--- src/rtl/input_mem_sched.sv ---
// Diagonal-skew read scheduler for a bank-per-row systolic input memory, plus the
// loader write path that is locked out while a sweep is in flight.
module input_mem_sched #(
    parameter int SYS_ROW    = 16,
    parameter int DATA_WIDTH = 16,
    parameter int ADDR_W     = 8,
    localparam int BW        = (SYS_ROW > 1) ? $clog2(SYS_ROW) : 1
) (
    input  logic                                 clk,
    input  logic                                 rstn,
    input  logic                                 start,
    input  logic [ADDR_W-1:0]                    base_addr,
    input  logic [ADDR_W:0]                      len,
    output logic                                 busy,
    output logic                                 done,
    input  logic                                 wr_valid,
    input  logic [BW-1:0]                        wr_bank,
    input  logic [ADDR_W-1:0]                    wr_addr,
    input  logic [DATA_WIDTH-1:0]                wr_data,
    output logic                                 wr_ready,
    output logic [SYS_ROW-1:0]                   mem_rd_en,
    output logic [SYS_ROW-1:0][ADDR_W-1:0]       mem_rd_addr,
    output logic [SYS_ROW-1:0]                   mem_wr_en,
    output logic [SYS_ROW-1:0][ADDR_W-1:0]       mem_wr_addr,
    output logic [SYS_ROW-1:0][DATA_WIDTH-1:0]   mem_wr_data,
    output logic [SYS_ROW-1:0]                   data_valid
);

    localparam int TW = ADDR_W + BW + 2;
    localparam logic [ADDR_W:0] MAX_L = {1'b1, {ADDR_W{1'b0}}};

    typedef enum logic [1:0] {StIdle, StRun, StDrain} state_t;

    state_t                          state_q;
    logic [TW-1:0]                   t_q;
    logic [ADDR_W:0]                 l_q;
    logic [ADDR_W-1:0]               base_q;

    logic [ADDR_W:0]                 len_clip;
    logic [ADDR_W-1:0]               sel_base;
    logic [ADDR_W:0]                 sel_len;
    logic [TW-1:0]                   sel_t;
    logic [TW-1:0]                   last_t;
    logic [SYS_ROW-1:0]              sched_en;
    logic [SYS_ROW-1:0][ADDR_W-1:0]  sched_addr;
    logic                            wr_accept;

    // Schedule for the cycle after the next edge: from the inputs when launching,
    // otherwise from the latched sweep at t+1.
    always_comb begin
        len_clip = (len > MAX_L) ? MAX_L : len;
        last_t   = TW'(l_q) + TW'(SYS_ROW - 2);
        if (state_q == StIdle) begin
            sel_base = base_addr;
            sel_len  = len_clip;
            sel_t    = '0;
        end else begin
            sel_base = base_q;
            sel_len  = l_q;
            sel_t    = t_q + TW'(1);
        end
        sched_en   = '0;
        sched_addr = '0;
        for (int i = 0; i < SYS_ROW; i++) begin
            if ((sel_t >= TW'(i)) && (sel_t < TW'(i) + TW'(sel_len))) begin
                sched_en[i]   = 1'b1;
                sched_addr[i] = sel_base + ADDR_W'(sel_t - TW'(i));
            end
        end
    end

    always_ff @(posedge clk or negedge rstn) begin
        if (!rstn) begin
            state_q     <= StIdle;
            t_q         <= '0;
            l_q         <= '0;
            base_q      <= '0;
            busy        <= 1'b0;
            done        <= 1'b0;
            mem_rd_en   <= '0;
            mem_rd_addr <= '0;
            data_valid  <= '0;
        end else begin
            data_valid <= mem_rd_en;
            unique case (state_q)
                StIdle: begin
                    if (start) begin
                        base_q <= base_addr;
                        l_q    <= len_clip;
                        t_q    <= '0;
                        busy   <= 1'b1;
                        if (len_clip == '0) begin
                            state_q <= StDrain;
                            done    <= 1'b1;
                        end else begin
                            state_q     <= StRun;
                            mem_rd_en   <= sched_en;
                            mem_rd_addr <= sched_addr;
                        end
                    end
                end
                StRun: begin
                    if (t_q == last_t) begin
                        state_q     <= StDrain;
                        done        <= 1'b1;
                        mem_rd_en   <= '0;
                        mem_rd_addr <= '0;
                    end else begin
                        t_q         <= t_q + TW'(1);
                        mem_rd_en   <= sched_en;
                        mem_rd_addr <= sched_addr;
                    end
                end
                StDrain: begin
                    state_q <= StIdle;
                    done    <= 1'b0;
                    busy    <= 1'b0;
                end
                default: state_q <= StIdle;
            endcase
        end
    end

    assign wr_ready  = rstn && !busy;
    assign wr_accept = wr_valid && wr_ready;

    // Out-of-range bank numbers are accepted but produce no write strobe.
    always_comb begin
        mem_wr_en   = '0;
        mem_wr_addr = '0;
        mem_wr_data = '0;
        if (wr_accept && (32'(wr_bank) < SYS_ROW)) begin
            mem_wr_en[wr_bank]   = 1'b1;
            mem_wr_addr[wr_bank] = wr_addr;
            mem_wr_data[wr_bank] = wr_data;
        end
    end

endmodule

--- config.mk ---
export PLATFORM = sky130hd
export DESIGN_NAME = input_mem_sched
export DESIGN_NICKNAME = d
export VERILOG_FILES = /design/src/rtl/input_mem_sched.sv
export SDC_FILE = /design/constraint.sdc
export NUM_CORES = 1
export LEC_CHECK = 0
export BUFFER_PORTS_ARGS = -buffer_cell sky130_fd_sc_hd__buf_4
export CAP_MARGIN = 20
export CORE_MARGIN = 2
export CORE_UTILIZATION = 32
export CTS_CLUSTER_DIAMETER = 40
export DETAILED_ROUTE_END_ITERATION = 6
export GPL_TIMING_DRIVEN = 0
export PLACE_DENSITY = 0.52
export SLEW_MARGIN = 30
export SYNTH_ARGS = -nofsm -noshare
export SYNTH_HDL_FRONTEND = slang
export SYNTH_SLANG_ARGS = --single-unit
export TNS_END_PERCENT = 10
--- constraint.sdc ---
create_clock -name clk -period 5.2 [get_ports clk]
set_clock_uncertainty 0.2 [all_clocks]
set_input_delay 1.04 -clock clk [delete_from_list [all_inputs] [get_ports clk]]
set_output_delay 1.04 -clock clk [all_outputs]
set_load 0.05 [all_outputs]
==> reports/metrics.cfg <==
[synth]
yosys.cell_types.count = 84
yosys.area.top_type = dfrtp_1
synthTopCellsByArea = dfrtp_1 (28%), and2_1 (14%), ha_1 (12%)
seq_area_frac_synth_pct = 27.5
synth_edf_count = 0
synth_compound_area_share_pct = 18.5
synthFlopType = dfrtp_1
synth_fa_ha_area_share_pct = 13.7
syn-cell-area_um2 = 17700
synth_top_cell_area_share_pct = 27.5
async_flop_share_pct = 100
synth_top_family_by_area = simple AND/OR/NAND/NOR gates
yosysWarnings = 0
synthSimpleGateAreaFrac_pct = 24.6
synth-seq-cells = 195
muxShareOfSynthArea_pct = 1.15
synth_fp_nets = 2287
syn-mean-instance-area_um2 = 8.63
synth_xor_area_share_pct = 9.21
synthCells = 2053

[sta]
final_hold_viol_count = 0
worst_slack_ns = 0.0426
rsz0062_at_grt = yes
tns_ns = 0
worst_pin_slew_ns = 1.10
period_needed_ns = 5.16
setup-violations-final = 0
fmax_mhz = 194
period_share_pct = 99.2
drv_slew = 0
maxSlewHeadroom_pct = 26.4

[power]
p_leak_uw = 0.0123
total_power_uw = 20100
p_per_area_nw_per_um2 = 829
peakVddDrop_uv = 465

[place]
dp_hpwl_mm = 77.9
dp.cells = 3371
port_buffers = 611
gp_congestion = 0.968
pre_cts_slack_ns = -1.17

[critical_path]
rrSetupSlack_ns = 0.08
critPathTopFamily = simple AND/OR/NAND/NOR gates
crit_chain = buf_8, nor2b_2, nand2_1, nor2_1, nand2_1, nor2_1, clkbuf_1, and2_1, buf_4
crit_type = in -> out
cp_slowest_cell = clkbuf_1
critPathLaunch = rstn
cpPeakStageDelay_ns = 0.87
critical_path_arrival_ns = 3.92
r2r-start = state_q[1]
crit_buf_inv = 3
cp_data_required_time_ns = 3.96
path_max_fanout = 18
critPathLaunchType = input pin
worstSetupEndpointType = primary output

[floorplan]
ios = 612
initial_core_util_pct = 32.3
die_w_um = 239
rows = 86
core_um2 = 54900
die_area_um2 = 57300
die_h_um = 239

[finish]
instances_no_fill = 3425
drive_above_1_share_pct = 28.9
nets = 2935
layout_commonest_cell = buf_4
final_cell_mix = buf_4 (624), and2_1 (388), dfrtp_1 (194)
area.growth.synth_to_final_pct = 36.8
post-route-util_pct = 44.2

[hold_path]
hold_class = in -> async

[clocking]
clockBufferDepth = 2
clk_latency_ns = 0.50
cts_tree = built
ctsHoldBuffers = 0
cts.reportedPaths.clkPinSlew_ns = 0.09
h-tree-depth = 4
cts_made_buffers = 17
root_buffer = clkbuf_16
cts.sinks = 195

[global_route]
antenna_found_initial = 16
grt.total_usage_pct = 32.2
overflow = 0
grt_pass1_vias = 17506
grt_pass1_wl_mm = 130
grt_max_degree = 76

[run_status]
status = finished, final reports clean

[detailed_routing]
drt-initial-drc-count = 1497
wl_per_cell_um = 27.8
vias_per_cell = 5.37
drt_wl_total_mm = 95.1
detail-route-antenna-nets = 0
vias = 18399
dr.pass1.iters = 7
drcViolationCount = 0

[flow_run]
cap_violations = 0

## what timing repair did
item | 4_1_cts | 5_1_grt
setup endpoints to repair | 239 | 123
pin swaps | 3 | 6
gates resized for setup | 22 | 16
buffers inserted | 1 | 14
## cell type report
class	count	area, um2
well taps	704	881
fillers	5466	30600
diodes	7	17.5
flip-flops and latches	195	4880
repair buffers	629	4850
clock inverters	15	163
clock buffers	17	425
inverters	82	320
multi-input cells	1626	12000
plain buffers	150	656
## final timing paths
path | cells past startpoint | end
worst max register to register | 14 | mem_rd_addr[78]
worst min-delay path | 1 | l_q[5]
worst max-delay path | 9 | mem_wr_data[213]
min in group clk | 0 | data_valid[11]
max in group asynchronous | 3 | mem_rd_addr[82]
worst min register to register | 0 | data_valid[11]
## per-stage QoR
step / cell area [um2] / hold slack [ns]
final: 24200 / 0.155
after global routing: 24200 / 0.145
after CTS: 24000 / 0.137
after detailed placement: 23300 / 0.195
after global placement: 23200 / 0.188
after floorplan: 17700 / 0.279
## where the power goes
group	total [uW]	internal, uW	switching [uW]
sequential	2350	2010	336
combinational	16400	6010	10400
clock	1370	644	730
## state kept, by name, summed over array words and instances, names as in the netlist
register,count
base_q,8
busy,1
data_valid,16
done,1
l_q,9
mem_rd_addr,128
mem_rd_en,16
state_q,2
t_q,14
## synth_stat cells, drive strengths merged (8+ instances only)
| cell type | instances |
|---|---|
| mux2i | 8 |
| o21bai | 13 |
| nor3 | 25 |
| buf | 44 |
| nor2 | 99 |
| o31ai | 16 |
| nand2 | 129 |
| fa | 14 |
| a21oi | 102 |
| inv | 81 |
| dfrtp | 195 |
| xor2 | 59 |
| o21ai | 87 |
| nand2b | 20 |
| a211oi | 8 |
| ha | 171 |
| xnor2 | 124 |
| nand4 | 31 |
| o21a | 10 |
| a2111oi | 10 |
| and2 | 388 |
| a22o | 91 |
| nor2b | 12 |
| clkbuf | 106 |
| a21o | 67 |
| mux2 | 10 |
| nand3 | 27 |
## kinds of logic after synthesis
| group | count (synthesis) |
|---|---|
| simple gates | 777 |
| compound gates | 462 |
| buf+inv | 232 |
| flops | 195 |
| fa+ha+maj | 185 |
| xor+xnor | 184 |
| mux | 18 |
## layer usage
metal | GRT usage (%) | wire, um | vias up | part of all wire, %
met5 | 0 | 58 | - | 0.061
met4 | 14.4 | 4330 | 10 | 4.5
met3 | 9.22 | 9060 | 142 | 9.5
met2 | 50.4 | 42600 | 852 | 45
met1 | 41.1 | 39000 | 9025 | 41
li1 | - | - | 8370 | -
Note: power is estimated with default switching activity, not from simulation.
